<file path="config.mk">
export PLATFORM = sky130hd
export DESIGN_NAME = ad9228_readout_sched_flat
export DESIGN_NICKNAME = d
export VERILOG_FILES = /design/src/rtl/ad9228_readout_sched_if.sv /design/src/rtl/ad9228_readout_sched.sv /design/src/flat_wrapper.sv
export SDC_FILE = /design/constraint.sdc
export NUM_CORES = 1
export LEC_CHECK = 0
export BUFFER_PORTS_ARGS = -buffer_cell sky130_fd_sc_hd__buf_2
export CAP_MARGIN = 0
export CORE_ASPECT_RATIO = 0.6
export CORE_MARGIN = 2
export CORE_UTILIZATION = 40
export DETAILED_ROUTE_END_ITERATION = 10
export HOLD_SLACK_MARGIN = 0.06
export SYNTH_ARGS = -nofsm -noshare
export SYNTH_HDL_FRONTEND = slang
export SYNTH_SLANG_ARGS = --single-unit
</file>
<file path="constraint.sdc">
create_clock -name clk -period 2.1 [get_ports clk]
set_clock_uncertainty 0.15 [all_clocks]
set_input_delay 0.105 -clock clk [delete_from_list [all_inputs] [get_ports clk]]
set_output_delay 0.105 -clock clk [all_outputs]
set_load 0.01 [all_outputs]
</file>
<file path="src/rtl/ad9228_readout_sched_if.sv">
// ============================================================================
//  Module      : ad9228_readout_sched_if
//  Description : Bus bundle between the readout scheduler, the capture block's
//                per-channel FIFO read mux and the downstream sample stream.
//  Ports       : (interface signals)
//                fifo_addr      - channel select to the FIFO read mux
//                fifo_rd_en     - one-hot FIFO read strobe
//                fifo_not_empty - muxed not-empty flag for fifo_addr
//                fifo_full      - muxed full flag for fifo_addr
//                fifo_dout      - muxed FIFO data, valid one cycle after strobe
//                m_tdata        - {channel, sample}
//                m_tuser_first  - first word of a burst
//                m_tvalid       - stream valid
//                m_tready       - stream ready
//                master modport = scheduler view, slave modport = peer view.
//  Revision    : 1.0 - initial release
// ============================================================================
`default_nettype none

interface ad9228_readout_sched_if #(
    parameter int NUM_CHANNELS = 4,
    parameter int DATA_WIDTH   = 12,
    parameter int CH_W         = (NUM_CHANNELS > 1) ? $clog2(NUM_CHANNELS) : 1
);
    logic [CH_W-1:0]            fifo_addr;
    logic [NUM_CHANNELS-1:0]    fifo_rd_en;
    logic                       fifo_not_empty;
    logic                       fifo_full;
    logic [DATA_WIDTH-1:0]      fifo_dout;
    logic [CH_W+DATA_WIDTH-1:0] m_tdata;
    logic                       m_tuser_first;
    logic                       m_tvalid;
    logic                       m_tready;

    modport master (
        output fifo_addr, fifo_rd_en, m_tdata, m_tuser_first, m_tvalid,
        input  fifo_not_empty, fifo_full, fifo_dout, m_tready
    );

    modport slave (
        input  fifo_addr, fifo_rd_en, m_tdata, m_tuser_first, m_tvalid,
        output fifo_not_empty, fifo_full, fifo_dout, m_tready
    );
endinterface

`default_nettype wire

</file>
<file path="src/rtl/ad9228_readout_sched.sv">
// ============================================================================
//  Module      : ad9228_readout_sched
//  Description : Round-robin readout scheduler for the AD9228 per-channel
//                sample FIFOs. Drains each enabled channel in bursts of up to
//                BURST_LEN words and emits every sample on a valid/ready
//                stream tagged with its channel number and a first-of-burst
//                flag. Runs entirely in the FIFO read-clock domain.
//  Ports       : clk             - FIFO read clock
//                rstn            - synchronous active-low reset
//                enable_i        - scheduler run enable
//                ch_mask_i       - per-channel participation mask
//                clear_status_i  - clears overflow_seen_o and words_sent_o
//                bus             - FIFO read side + output stream (master)
//                busy_o          - FSM not idle
//                overflow_seen_o - sticky per-channel FIFO-full flags
//                words_sent_o    - completed stream handshakes (wraps)
//  Revision    : 1.0 - initial release
// ============================================================================
`default_nettype none

module ad9228_readout_sched #(
    parameter int NUM_CHANNELS = 4,
    parameter int DATA_WIDTH   = 12,
    parameter int BURST_LEN    = 16
) (
    input  wire logic                     clk,
    input  wire logic                     rstn,
    input  wire logic                     enable_i,
    input  wire logic [NUM_CHANNELS-1:0]  ch_mask_i,
    input  wire logic                     clear_status_i,
    ad9228_readout_sched_if.master        bus,
    output logic                          busy_o,
    output logic [NUM_CHANNELS-1:0]       overflow_seen_o,
    output logic [31:0]                   words_sent_o
);

    localparam int CH_W  = (NUM_CHANNELS > 1) ? $clog2(NUM_CHANNELS) : 1;
    localparam int CNT_W = (BURST_LEN > 1) ? $clog2(BURST_LEN + 1) : 1;

    localparam logic [CH_W-1:0]  c_ptr_last   = CH_W'(NUM_CHANNELS - 1);
    localparam logic [CNT_W-1:0] c_burst_last = CNT_W'(BURST_LEN - 1);

    typedef enum logic [2:0] {
        S_IDLE   = 3'd0,
        S_SELECT = 3'd1,
        S_CHECK  = 3'd2,
        S_FETCH  = 3'd3,
        S_LOAD   = 3'd4,
        S_OUT    = 3'd5
    } state_t;

    state_t                     state_q;
    logic [CH_W-1:0]            ptr_q;
    logic [CNT_W-1:0]           cnt_q;
    logic [CH_W+DATA_WIDTH-1:0] tdata_q;
    logic                       first_q;
    logic [NUM_CHANNELS-1:0]    overflow_q;
    logic [31:0]                words_q;

    logic [CH_W-1:0]            ptr_adv_d;
    logic [NUM_CHANNELS-1:0]    rd_strobe;
    logic                       handshake;
    logic                       burst_last;

    // Pointer advance with explicit wrap so non-power-of-two channel counts
    // never select a nonexistent FIFO.
    assign ptr_adv_d  = (ptr_q == c_ptr_last) ? '0 : ptr_q + CH_W'(1);
    assign handshake  = (state_q == S_OUT) && bus.m_tready;
    assign burst_last = (cnt_q == c_burst_last);

    // Read strobe is decoded from registered state only: high for exactly the
    // single FETCH cycle on the currently selected channel.
    for (genvar gi = 0; gi < NUM_CHANNELS; gi++) begin : g_rd_en
        assign rd_strobe[gi] = (state_q == S_FETCH) && (ptr_q == CH_W'(gi));
    end

    always_ff @(posedge clk) begin
        if (!rstn) begin
            state_q    <= S_IDLE;
            ptr_q      <= '0;
            cnt_q      <= '0;
            tdata_q    <= '0;
            first_q    <= 1'b0;
            overflow_q <= '0;
            words_q    <= '0;
        end else begin
            case (state_q)
                S_IDLE: begin
                    if (enable_i) begin
                        state_q <= S_SELECT;
                    end
                end
                // One cycle for the capture block's address mux to settle
                // before its flags are trusted.
                S_SELECT: begin
                    state_q <= S_CHECK;
                end
                S_CHECK: begin
                    if (!enable_i) begin
                        cnt_q   <= '0;
                        state_q <= S_IDLE;
                    end else if (ch_mask_i[ptr_q] && bus.fifo_not_empty) begin
                        state_q <= S_FETCH;
                    end else begin
                        ptr_q   <= ptr_adv_d;
                        cnt_q   <= '0;
                        state_q <= S_SELECT;
                    end
                end
                S_FETCH: begin
                    state_q <= S_LOAD;
                end
                S_LOAD: begin
                    tdata_q <= {ptr_q, bus.fifo_dout};
                    first_q <= (cnt_q == '0);
                    state_q <= S_OUT;
                end
                S_OUT: begin
                    // A pending word is always delivered, even if enable
                    // drops; the following CHECK returns to IDLE.
                    if (bus.m_tready) begin
                        if (burst_last) begin
                            ptr_q   <= ptr_adv_d;
                            cnt_q   <= '0;
                            state_q <= S_SELECT;
                        end else begin
                            cnt_q   <= cnt_q + CNT_W'(1);
                            state_q <= S_CHECK;
                        end
                    end
                end
                default: begin
                    state_q <= S_IDLE;
                end
            endcase

            // Clear wins over a same-cycle set or increment.
            if (clear_status_i) begin
                overflow_q <= '0;
            end else if ((state_q == S_CHECK) && bus.fifo_full) begin
                overflow_q[ptr_q] <= 1'b1;
            end

            if (clear_status_i) begin
                words_q <= '0;
            end else if (handshake) begin
                words_q <= words_q + 32'd1;
            end
        end
    end

    assign bus.fifo_addr     = ptr_q;
    assign bus.fifo_rd_en    = rd_strobe;
    assign bus.m_tdata       = tdata_q;
    assign bus.m_tuser_first = first_q;
    assign bus.m_tvalid      = (state_q == S_OUT);

    assign busy_o          = (state_q != S_IDLE);
    assign overflow_seen_o = overflow_q;
    assign words_sent_o    = words_q;

endmodule

`default_nettype wire
</file>
<file path="src/flat_wrapper.sv">
// flat-port wrapper written by rule: the top's interface ports become plain ports
module ad9228_readout_sched_flat 
#(
    parameter int NUM_CHANNELS = 4,
    parameter int DATA_WIDTH   = 12,
    parameter int BURST_LEN    = 16
)
  (clk, rstn, enable_i, ch_mask_i, clear_status_i, busy_o, overflow_seen_o, words_sent_o, bus_fifo_addr, bus_fifo_rd_en, bus_m_tdata, bus_m_tuser_first, bus_m_tvalid, bus_fifo_not_empty, bus_fifo_full, bus_fifo_dout, bus_m_tready);
  ad9228_readout_sched_if #(.NUM_CHANNELS(NUM_CHANNELS), .DATA_WIDTH(DATA_WIDTH)) bus_i ();
  input  wire logic clk;
  input  wire logic rstn;
  input  wire logic enable_i;
  input  wire logic [NUM_CHANNELS-1:0] ch_mask_i;
  input  wire logic clear_status_i;
  output logic busy_o;
  output logic [NUM_CHANNELS-1:0] overflow_seen_o;
  output logic [31:0] words_sent_o;
  output wire logic [$bits(bus_i.fifo_addr)-1:0] bus_fifo_addr;
  output wire logic [$bits(bus_i.fifo_rd_en)-1:0] bus_fifo_rd_en;
  output wire logic [$bits(bus_i.m_tdata)-1:0] bus_m_tdata;
  output wire logic [$bits(bus_i.m_tuser_first)-1:0] bus_m_tuser_first;
  output wire logic [$bits(bus_i.m_tvalid)-1:0] bus_m_tvalid;
  input wire logic [$bits(bus_i.fifo_not_empty)-1:0] bus_fifo_not_empty;
  input wire logic [$bits(bus_i.fifo_full)-1:0] bus_fifo_full;
  input wire logic [$bits(bus_i.fifo_dout)-1:0] bus_fifo_dout;
  input wire logic [$bits(bus_i.m_tready)-1:0] bus_m_tready;
  assign bus_fifo_addr = bus_i.fifo_addr;
  assign bus_fifo_rd_en = bus_i.fifo_rd_en;
  assign bus_m_tdata = bus_i.m_tdata;
  assign bus_m_tuser_first = bus_i.m_tuser_first;
  assign bus_m_tvalid = bus_i.m_tvalid;
  assign bus_i.fifo_not_empty = bus_fifo_not_empty;
  assign bus_i.fifo_full = bus_fifo_full;
  assign bus_i.fifo_dout = bus_fifo_dout;
  assign bus_i.m_tready = bus_m_tready;
  ad9228_readout_sched #(.NUM_CHANNELS(NUM_CHANNELS), .DATA_WIDTH(DATA_WIDTH), .BURST_LEN(BURST_LEN)) u_core (.clk(clk), .rstn(rstn), .enable_i(enable_i), .ch_mask_i(ch_mask_i), .clear_status_i(clear_status_i), .bus(bus_i), .busy_o(busy_o), .overflow_seen_o(overflow_seen_o), .words_sent_o(words_sent_o));
endmodule
</file>
Word-level counts from Yosys, hierarchy flattened
Index checks and enable logic that the tools add are counted.

Bitwise logic cells: 2. Divide/modulo/power cells: 0. Multiply operators: 0. Reduce and logical (&&, ||, !) cells: 17. Equality and inequality tests: 15. Add/subtract/negate cells: 3. Shifts and indexed selects: 0. Muxes and demuxes: 21. Magnitude comparators: 2.

Operator list (count): $add 32x1->32 const B (1); $mux 5 (4); $pmux 3 s6 (1); $mux 2 (7); $pmux 5 s2 (1); $mux 3 (3); $logic_and 1x1->1 (8); $eq 3x2->1 const B (2); $eq 3x3->1 const B (2); $ne 2x2->1 const B (3); $add 5x1->5 const B (1); $eq 5x4->1 const B (1); $logic_not 5->1 (1); $reduce_and 5->1 (1); $eq 2x2->1 const B (2); $ne 2x1->1 const B (2); $or 4x4->4 (1); $pmux 2 s2 (1); $eq 3x1->1 const B (1); $logic_not 3->1 (1); $lt 2x3->1 const B (1); $ne 3x3->1 const B (1); $reduce_and 3->1 (1); $reduce_bool 3->1 (1); 11 further kinds (12).

Memory bits (read-only): 0. Latch bits: 0. Memories: 0. Output and inout port bits: 59. Memory bits (writable): 0. Logic and storage cells: 67. Bits in registers: 61. Input bits: 23.

Longest topological paths before layout
Word-level depth: 6. Gate-level depth with buffers: 7. Mapped depth without buffers: 5.

Worst setup path after synthesis
No wires, ideal clock.

Path type: register -> register. Start: register u_core.words_q[2], in the netlist u_core.words_sent_o[2]. End: register u_core.words_q[24], in the netlist u_core.words_sent_o[24]. Arrival: 1615 ps. Cell stages (with the launch flop): 6. Buffers on the path: 1. Clock period less this slack: 1835 ps. Slack: 265 ps. Cell sequence: dfxtp_1 -> and4_1 -> nand4_2 -> buf_6 -> or4_1 -> a21oi_1.

Longest elaborated chain between the ends: 1.

Ends and longest elaborated chain: start: declaration (line ad9228_readout_sched.sv:58) `logic [31:0] words_q;`; start signal: assignment (line ad9228_readout_sched.sv:147) `words_q <= words_q + 32'd1;`; $add 32x1->32 (line ad9228_readout_sched.sv:147).

No other way between the ends. A chain may end at the register's enable or synchronous reset.

Worst setup path after layout
Start: register u_core.state_q[1]. End: register u_core.words_q[25], in the netlist u_core.words_sent_o[25].

Longest elaborated chain between the ends: 2.

Ends and longest elaborated chain: start: declaration (line ad9228_readout_sched.sv:52) `state_t state_q;`; start signal: assignment (line ad9228_readout_sched.sv:79) `state_q <= S_IDLE;`; start signal: assignment (line ad9228_readout_sched.sv:90) `state_q <= S_SELECT;`; start signal: assignment (line ad9228_readout_sched.sv:96) `state_q <= S_CHECK;`; $eq 3x3->1 (line ad9228_readout_sched.sv:68) `assign handshake = (state_q == S_OUT) && bus.m_tready;`; $logic_and 1x1->1 (line ad9228_readout_sched.sv:68).

No other way between the ends.

==> metrics.log <==
INFO  metric worst_setup_hold_path_clk_slew = 0.05 ns
INFO  metric cts_max_path_buffers = 2
INFO  metric first_pass_iteration_count_of_the_detailed_router = 4
INFO  metric rsz0062_at_grt = no
INFO  metric stdcell_area = about 4000 um^2
INFO  metric portBuffers = 81
INFO  metric critical_path.startpoint_type = flip-flop
INFO  metric p_leak = approximately 0.0017 uW
INFO  metric die_height = 70.3 um
INFO  metric timing.final.setup_violations = 0
INFO  metric crit_path_top_delay_cell = sky130_fd_sc_hd__or4_1
INFO  metric grt_max_degree = 31
INFO  metric cts_num_sinks = 61
INFO  metric synth_seq_area_share = a little over two fifths
INFO  metric fp.dieArea = 8050 um^2
INFO  metric grt_usage = 20.9%
INFO  metric antenna_left = 0
INFO  metric synth_top_family_by_area = simple AND/OR/NAND/NOR gates
INFO  metric timing_worst_slew_pin_value = 0.541 ns
INFO  metric antenna_found_initial = 0
INFO  metric hold_viol = 0
INFO  metric clk_latency = ~0.33 ns
INFO  metric power.ir.vdd_worst = 0.000291 V
INFO  metric place_worst_setup_slack = 0.0374 ns
INFO  metric fp.dieW = 115 um
INFO  metric cts_tree = yes
INFO  metric place_congestion = 0.830
INFO  metric synth_xor_xnor_area_share = 2.09%
INFO  metric area_growth_syn_to_layout = 36.5%
INFO  metric commonest_non_fill_non_tap_cell_in_the_layout = sky130_fd_sc_hd__buf_2
INFO  metric slew_headroom = 63.9%
INFO  metric cts_root_buf = sky130_fd_sc_hd__clkbuf_16
INFO  metric yosysWarnings = 0
INFO  metric cts-htree-levels = 3
INFO  metric grt_remaining_overflow = 0
INFO  metric worst_slack = roughly 0.17 ns
INFO  metric first_global_vias = 2765
INFO  metric filler_cell_count = roughly 670
INFO  metric via_per_inst = 5.28
INFO  metric cp_data_arrival_time = 2.04 ns
INFO  metric synth.ff_latch_count = 61
INFO  metric endpoint_kind = flip-flop
INFO  metric design.core.area = approximately 7200 um^2
INFO  metric layout.cells.most_common_list = 81 x sky130_fd_sc_hd__buf_2, 60 x sky130_fd_sc_hd__dfxtp_1, 58 x sky130_fd_sc_hd__nand2_1, 30 x sky130_fd_sc_hd__a21oi_1, 27 x sky130_fd_sc_hd__buf_4
INFO  metric drt_drc_violations_left = 0
INFO  metric timing.final.crit_share = 91.8%
INFO  metric holdCritPathClass = input port to flip-flop
INFO  metric path_class = flip-flop to flip-flop
INFO  metric layout.area.seq = 1220 um^2
INFO  metric post_drt_wl_per_cell = 14.3 um
INFO  metric boundaryPins = 82
INFO  metric worstPathCellList = and4b_2 > buf_6 > nand4_1 > buf_4 > or4_1 > a21oi_1
INFO  metric drive_above_1_share = 27.0%
INFO  metric nNetsFinal = 498
INFO  metric post_synth_inst_count = ~350
INFO  metric syn-mean-instance-area = 8.28 um^2
INFO  metric outcome = complete, no violations
INFO  metric routed_wire_length = between 8 and 9 mm
INFO  metric post_dp_cell_area = 3570 um^2
INFO  metric drv.max_cap_violation_count = 0
INFO  metric postSynthNetCount = 384
INFO  metric initialDrtViolationCount = 201
INFO  metric muxShareOfSynthArea = 2.05%
INFO  metric crit_path_max_fanout = 19
INFO  metric rows = 24
INFO  metric power_density = 669 nW/um^2
INFO  metric critical_path_required = 2.21 ns
INFO  metric clock.fmax = around 520 MHz
INFO  metric hpwlAfterDp = about 5.6 mm
INFO  metric fin_tns_setup = 0 ns
INFO  metric final_max_slew_viol_count = 0
INFO  metric multiInputGateArea = approximately 1600 um^2
INFO  metric final_util = between 50% and 60%
INFO  metric n_antenna_cell = 0
INFO  metric synth-simple-area-share = 28.3%
INFO  metric synth.lib_cells_used.distinct = between 40 and 50
INFO  metric wire_length_of_the_first_global_routing_pass = between 10 and 15 mm
INFO  metric netlist_area = 2930 um^2
INFO  metric synth-compound-area-share = 18.4%
INFO  metric dr_total_vias = 2970
INFO  metric initial_core_utilization = 40.8%
INFO  metric cts_made_buffers = 9
INFO  metric highest_cell_delay_on_the_worst_timing_path = 0.47 ns
INFO  metric min_period = 1.93 ns
INFO  metric synthAdderAreaFrac = 2.99%
==> cells in the mapped netlist, drive strengths merged <==
cell type / number / area, um^2
nand3: 14 / 70.1
a21boi: 16 / 120
nand3b: 1 / 7.51
mux2i: 6 / 60.1
a41o: 1 / 10.0
or4: 13 / 97.6
nand2: 58 / 218
and3: 2 / 12.5
or3: 7 / 43.8
o21ai: 10 / 50.1
a21oi: 30 / 150
nor4b: 1 / 8.76
xor2: 5 / 43.8
o31ai: 13 / 97.6
inv: 11 / 41.3
dfxtp: 61 / 1220
nor3b: 1 / 7.51
nor4: 1 / 6.26
clkbuf: 16 / 60.1
o311ai: 2 / 17.5
a32o: 1 / 10.0
nand2b: 5 / 31.3
buf: 5 / 31.3
ha: 7 / 87.6
nor2: 17 / 63.8
o22ai: 4 / 25.0
a211oi: 1 / 7.51
and4b: 2 / 20.0
a311oi: 1 / 8.76
and4: 8 / 70.1
o211a: 1 / 10.0
o221a: 1 / 11.3
xnor2: 2 / 17.5
nor2b: 4 / 25.0
a31oi: 2 / 12.5
nand4: 11 / 75.1
and2: 11 / 68.8
nor3: 1 / 5.00
a22oi: 1 / 7.51
==> sequential cells by signal, summed over array words and instances (netlist names) <==
| register | flops |
|---|---|
| u_core.words_sent_o | 32 |
| u_core.bus.m_tdata | 14 |
| u_core.overflow_seen_o | 4 |
| u_core.bus.fifo_addr | 2 |
| u_core.state_q | 3 |
| u_core.cnt_q | 5 |
| u_core.bus.m_tuser_first | 1 |
==> routing by layer <==
layer,track usage [%],up-vias,wire length (um)
li1,-,1508,-
met1,28.8,1398,4090
met2,30.2,60,3510
met3,7.20,4,393
met4,7.45,0,42
met5,0,-,0
==> worst paths after layout <==
kind / startpoint / end / slack, ns / cells past startpoint
worst max register to register: u_core.state_q[1]$_SDFFE_PN0P_ / u_core.words_sent_o[25]$_SDFFE_PP0P_ / 0.17 / 6
worst max-delay path: u_core.state_q[1]$_SDFFE_PN0P_ / u_core.words_sent_o[25]$_SDFFE_PP0P_ / 0.17 / 6
worst min-delay path: bus_fifo_full / u_core.overflow_seen_o[3]$_SDFFE_PP0P_ / 0.09 / 4
worst min register to register: u_core.bus.m_tdata[7]$_SDFFE_PN0P_ / u_core.bus.m_tdata[7]$_SDFFE_PN0P_ / 0.31 / 2
==> layout make-up <==
cell class | count | area share, %
Inverter | 11 | 1.03
Clock inverter | 2 | 0.250
Clock buffer | 12 | 6.41
Sequential cell | 61 | 30.5
Multi-Input combinational cell | 261 | 39.7
Timing Repair Buffer | 124 | 19.2
Tap cell | 91 | 2.84
==> what timing repair did <==
action,in CTS,in global routing
setup buffers,0,0
hold endpoints to repair,18,0
endpoints found under the setup margin,0,14
resized for setup,0,5
hold buffers,15,0
==> worst max-delay path: cells and delay by family (launching register included) <==
kind | cells | cell delay (ns)
buf+inv | 2 | 0.37
compound gates | 1 | 0.14
simple gates | 3 | 0.89
flops | 1 | 0.30
==> metrics by stage <==
stage	hold WS, ns	total power [uW]	std cells
detailed placement	0.213	1330	533
finish	0.0875	2680	562
global placement	0.204	1330	533
floorplan	0.0999	1270	354
global route	0.111	2780	562
CTS	0.0738	2710	562
==> logic make-up (layout without fill, tap and decap cells) <==
kind of cell / after synthesis / after routing
AND/OR/NAND/NOR: 157 / 157
AO/OA/AOI/OAI: 84 / 84
flip-flops: 61 / 61
buffers and inverters: 32 / 149
adder cells (fa/ha/maj): 7 / 7
XOR/XNOR: 7 / 7
multiplexers: 6 / 6
==> where the power goes <==
group | leakage [uW] | internal, uW | switching, uW
sequential | 0.000492 | 1170 | 4.22
clock | 0.000134 | 844 | 501
combinational | 0.00105 | 78.1 | 81.1
No activity file was read; power rests on OpenSTA's default activity.
